<file path="config.mk">
export PLATFORM = sky130hd
export DESIGN_NAME = tdes_cbc_ctrl
export DESIGN_NICKNAME = d
export VERILOG_FILES = /design/src/rtl/tdes_cbc_ctrl.sv
export SDC_FILE = /design/constraint.sdc
export NUM_CORES = 1
export LEC_CHECK = 0
export CAP_MARGIN = 10
export CORE_AREA = 4 4 276 278
export CTS_CLUSTER_DIAMETER = 200
export DETAILED_ROUTE_END_ITERATION = 8
export DIE_AREA = 0 0 280 282
export GPL_TIMING_DRIVEN = 0
export PLACE_DENSITY_LB_ADDON = 0.1
export SYNTH_ARGS = -nofsm -noshare
export SYNTH_HDL_FRONTEND = slang
export SYNTH_SLANG_ARGS = --single-unit
export TNS_END_PERCENT = 50
</file>
<file path="constraint.sdc">
create_clock -name clk_i -period 1.6 [get_ports clk_i]
set_input_delay 0.32 -clock clk_i [delete_from_list [all_inputs] [get_ports clk_i]]
set_output_delay 0.32 -clock clk_i [all_outputs]
set_load 0.05 [all_outputs]
</file>
<file path="src/rtl/tdes_cbc_ctrl.sv">
// CBC chaining front-end for the tdes core: applies IV/chain XORs around one block at a
// time, drives the core handshake and returns chained results on a valid/ready stream.
module tdes_cbc_ctrl #(
    parameter bit CBC_EN  = 1'b1,
    parameter int TIMEOUT = 1024
) (
    input  logic        clk_i,
    input  logic        reset_i,
    input  logic        mode_i,
    input  logic        start_i,
    input  logic [63:0] iv_i,
    input  logic [63:0] key1_i,
    input  logic [63:0] key2_i,
    input  logic [63:0] key3_i,
    input  logic [63:0] data_i,
    input  logic        valid_i,
    output logic        ready_o,
    output logic [63:0] data_o,
    output logic        valid_o,
    input  logic        ready_i,
    output logic        err_o,
    output logic        des_mode_o,
    output logic [63:0] des_key1_o,
    output logic [63:0] des_key2_o,
    output logic [63:0] des_key3_o,
    output logic [63:0] des_data_o,
    output logic        des_valid_o,
    input  logic [63:0] des_data_i,
    input  logic        des_valid_i,
    input  logic        des_ready_i
);

    typedef enum logic [1:0] {IDLE, ISSUE, WAIT, OUT} state_t;

    localparam int CW = $clog2(TIMEOUT + 1);

    state_t        state_q;
    logic          mode_q;
    logic [63:0]   key1_q, key2_q, key3_q;
    logic [63:0]   chain_q, chainUse_q, inBlock_q;
    logic [63:0]   desData_q, dataOut_q;
    logic          desValid_q, validOut_q, err_q;
    logic [CW-1:0] timer_q;

    logic [63:0]   chainUse_d, desData_d, result_d;

    // Encrypt XORs the chain before the core, decrypt XORs it after the core.
    always_comb begin
        chainUse_d = start_i ? iv_i : chain_q;
        desData_d  = (!mode_i && CBC_EN) ? (data_i ^ chainUse_d) : data_i;
        result_d   = (mode_q && CBC_EN) ? (des_data_i ^ chainUse_q) : des_data_i;
    end

    always_ff @(posedge clk_i) begin
        if (!reset_i) begin
            state_q    <= IDLE;
            mode_q     <= 1'b0;
            key1_q     <= '0;
            key2_q     <= '0;
            key3_q     <= '0;
            chain_q    <= '0;
            chainUse_q <= '0;
            inBlock_q  <= '0;
            desData_q  <= '0;
            dataOut_q  <= '0;
            desValid_q <= 1'b0;
            validOut_q <= 1'b0;
            err_q      <= 1'b0;
            timer_q    <= '0;
        end else begin
            err_q <= 1'b0;
            case (state_q)
                IDLE: begin
                    if (valid_i) begin
                        mode_q     <= mode_i;
                        key1_q     <= key1_i;
                        key2_q     <= key2_i;
                        key3_q     <= key3_i;
                        inBlock_q  <= data_i;
                        chainUse_q <= chainUse_d;
                        desData_q  <= desData_d;
                        state_q    <= ISSUE;
                    end
                end
                ISSUE: begin
                    if (des_ready_i) begin
                        desValid_q <= 1'b1;
                        timer_q    <= '0;
                        state_q    <= WAIT;
                    end
                end
                WAIT: begin
                    desValid_q <= 1'b0;
                    if (des_valid_i) begin
                        dataOut_q  <= result_d;
                        chain_q    <= mode_q ? inBlock_q : des_data_i;
                        validOut_q <= 1'b1;
                        state_q    <= OUT;
                    end else if (timer_q == CW'(TIMEOUT - 1)) begin
                        // Core never answered: drop the block and leave the chain untouched.
                        err_q   <= 1'b1;
                        state_q <= IDLE;
                    end else begin
                        timer_q <= timer_q + 1'b1;
                    end
                end
                OUT: begin
                    if (ready_i) begin
                        validOut_q <= 1'b0;
                        state_q    <= IDLE;
                    end
                end
                default: state_q <= IDLE;
            endcase
        end
    end

    assign ready_o     = (state_q == IDLE);
    assign data_o      = dataOut_q;
    assign valid_o     = validOut_q;
    assign err_o       = err_q;
    assign des_mode_o  = mode_q;
    assign des_key1_o  = key1_q;
    assign des_key2_o  = key2_q;
    assign des_key3_o  = key3_q;
    assign des_data_o  = desData_q;
    assign des_valid_o = desValid_q;

endmodule

</file>
==> metrics.yaml <==
status:
  status: "finished, violations left"
  violations: "setup timing"
synthesis:
  netlist.area_leader.share_pct: 50.4
  synthesis.nets: 2883
  synth.most_common_cell: "nand2_1"
  synthArstFlopShare_pct: 0
  ys_ff_latch: 529
  ys_top_cells_by_area: "dfxtp_1 (50%), nand2_1 (10%), a211oi_1 (9.1%)"
  syn_area_per_cell_um2: 8.45
  synth_area_leader_cell: "dfxtp_1"
  ys_types: 45
  ys_top_cells_by_count: "nand2_1 (586), dfxtp_1 (529), nor2_1 (331)"
  ys_warn_count: 0
  synth_seq_area_share_pct: 50.4
  ys.flop_type: "dfxtp_1"
  synth-edff-count: 0
  syn-cell-area_um2: 21000
  synthCells: 2490
floorplanning:
  core_area_um2: 73900
  die_h_um: 282
  rows: 100
  dieWidth_um: 280
  die-area_um2: 79000
  start_util_pct: 28.4
  io_pins: 717
power:
  switching_power_uw: 10800
  swShare_pct: 30.0
  p_per_area_nw_per_um2: 1130
  p_seq_share_pct: 40.1
  leakage_uw: 0.0123
  worst_ir_drop_vdd_mv: 0.839
  p_int_uw: 25100
  share_comb_of_total_power_pct: 19.7
  power.clock.fraction_pct: 40.2
clocking:
  cts_buffers: 61
  clk_pin_slew_worst_paths_ns: 0.06
  cts_tree: "yes"
  clock_path_buffers: 3
  cts-htree-levels: 2
  root_buffer: "clkbuf_16"
  clock_sinks: 529
  clock_latency_ns: 0.65
timing:
  finalHoldViolations: 0
  worstMarginPinSlew_ns: 0.772
  final-max-slew-violation-count: 0
  fin_crit_ns: 1.63
  max_freq_mhz: 613
  skew_ns: 0.0333
  rsz0062_at_grt: "yes"
  finalSetupViolations: 3
  relSlewSlack_pct: 48.5
  setup_slack_ns: -0.0305
  fin_crit_sh_pct: 102
global_route:
  grt_overflow: 0
  grt_max_degree: 17
  grt_pass1_wl_mm: 140
  grt_pass1_vias: 20792
  grtUsageTotal_pct: 23.7
  antenna_found_initial: 24
setup_path:
  path_class: "flop to flop"
  worstPathArrival_ns: 2.20
  cp-end-kind: "flop"
  crit_path_max_fanout: 10
  required_ns: 2.17
  startpoint_type: "flop"
final_layout:
  fill_cells: 7382
  final_area_um2: 31800
  finalNonFillerCells: 4313
  layout.nets: 3675
  drive_above_1_share_pct: 20.4
  area_growth_pct: 51.4
  final_util_pct: 43.1
routing:
  drtPass1Iterations: 6
  wirelength_mm: 99.3
  drc: 0
  num_vias: 20764
  ant_nets: 0
  drtIter0Drc: 1035
  vias_per_cell: 4.81
  wl_per_cell_um: 23.0
placement:
  place_congestion: 0.887
  port_buffers: 713
  hpwl_mm: 76.5
  place_area_um2: 29400
  dp_cells: 4172
worst_hold_path:
  holdCritPathClass: "input port to flop"
flow_run:
  max-cap-violations: 0
==> layer usage <==
layer	up-vias	GRT usage [%]	share of wire [%]
met5	-	0	0.081
met4	12	7.11	3.2
met3	186	6.50	6.6
met2	681	41.4	49
met1	9896	28.6	41
li1	9989	-	-
==> cell families after synthesis <==
group / after synthesis / share of synthesized area [%]
DFF: 529 / 50.4
xor gates and xnor gates: 128 / 5.33
and+or+nand+nor: 952 / 17.5
adders and majority gates: 1 / 0.0595
buffers and inverters: 207 / 4.37
muxes: 130 / 6.19
AOI/OAI and AO/OA: 543 / 16.2
==> state kept, by name, indices dropped and copies added, names as in the netlist, 2 cells and up <==
| name | flops |
|---|---|
| des_key3_o | 64 |
| des_key1_o | 64 |
| inBlock_q | 64 |
| chain_q | 64 |
| chainUse_q | 64 |
| state_q | 2 |
| des_key2_o | 64 |
| des_data_o | 64 |
| data_o | 64 |
| timer_q | 11 |
==> power groups by stage <==
stage | clock network [µW] | logic [µW] | registers, µW
detailed placement | 0 | 6910 | 14600
CTS | 14700 | 6880 | 14400
finish | 14400 | 7070 | 14400
global placement | 0 | 6870 | 14600
floorplan | 0 | 2120 | 16200
global route | 15200 | 7530 | 14400
==> layout make-up <==
class | instances | area, µm² | share of cell area, %
Sequential cell | 529 | 10600 | 33.3
Multi-Input combinational cell | 1754 | 9920 | 31.2
Timing Repair Buffer | 730 | 6350 | 20.0
Clock buffer | 97 | 1920 | 6.04
Buffer | 202 | 1620 | 5.08
Tap cell | 969 | 1210 | 3.81
Clock inverter | 15 | 151 | 0.476
Antenna cell | 13 | 32.5 | 0.102
Inverter | 4 | 15.0 | 0.0472
==> worst paths after layout <==
kind	startpoint	endpoint	slack [ns]	cells after the start
max	state_q[1]	des_key2_o[10]	-0.03	7
min	reset_i	timer_q[8]	0.16	3
min reg2reg	des_key1_o[0]	des_key1_o[0]	0.45	2
max reg2reg	state_q[1]	des_key2_o[10]	-0.03	7
==> critical path: stages, from the launching register on <==
cell and delay (ns):
dfxtp_4 0.36, nor2_4 0.15, and2_4 0.22, buf_12 0.16
buf_6 0.19, buf_6 0.18, nand2_1 0.13, a21oi_1 0.17
==> cell usage in the layout (no fill, tap or decap), types with 13 or more instances in the layout <==
cell type        synthesis  layout
buf_2                   84     118
buf_12                   0      14
dfxtp_1                529     521
clkbuf_16                0      65
buf_6                    1      37
clkbuf_8                 0      27
clkbuf_2                 0      19
clkbuf_4                 0      19
buf_8                    0      13
buf_4                    8     257
clkdlybuf4s50_1          0     388
mux2i_1                130     130
xnor2_1                 64      64
nand2_1                586     584
xor2_1                  64      63
a211oi_1               256     196
diode_2                  0      13
nor2_1                 331     325
clkbuf_1               105      62
a21oi_1                266     263
a211oi_2                 0      60
==> through the flow <==
step	setup slack, ns	total power, µW	setup TNS [ns]	hold slack (ns)
floorplan	-0.00417	18300	-0.0917	0.399
global placement	-1.26	21500	-464.54	0.441
detailed placement	-1.27	21500	-473.93	0.447
CTS	-0.103	36000	-1.53	0.110
global route	-0.101	37200	-12.43	0.140
finish	-0.0305	35800	-0.0547	0.163
==> timing repair <==
action	CTS	global route
setup buffers	1	9
pin swaps	1	13
hold buffers	3	0
endpoints found under the setup margin	850	534
gates cloned	1	3
hold endpoints to repair	2	0
gates resized for setup	2050	206
Note: power is estimated with default switching activity, not from simulation.
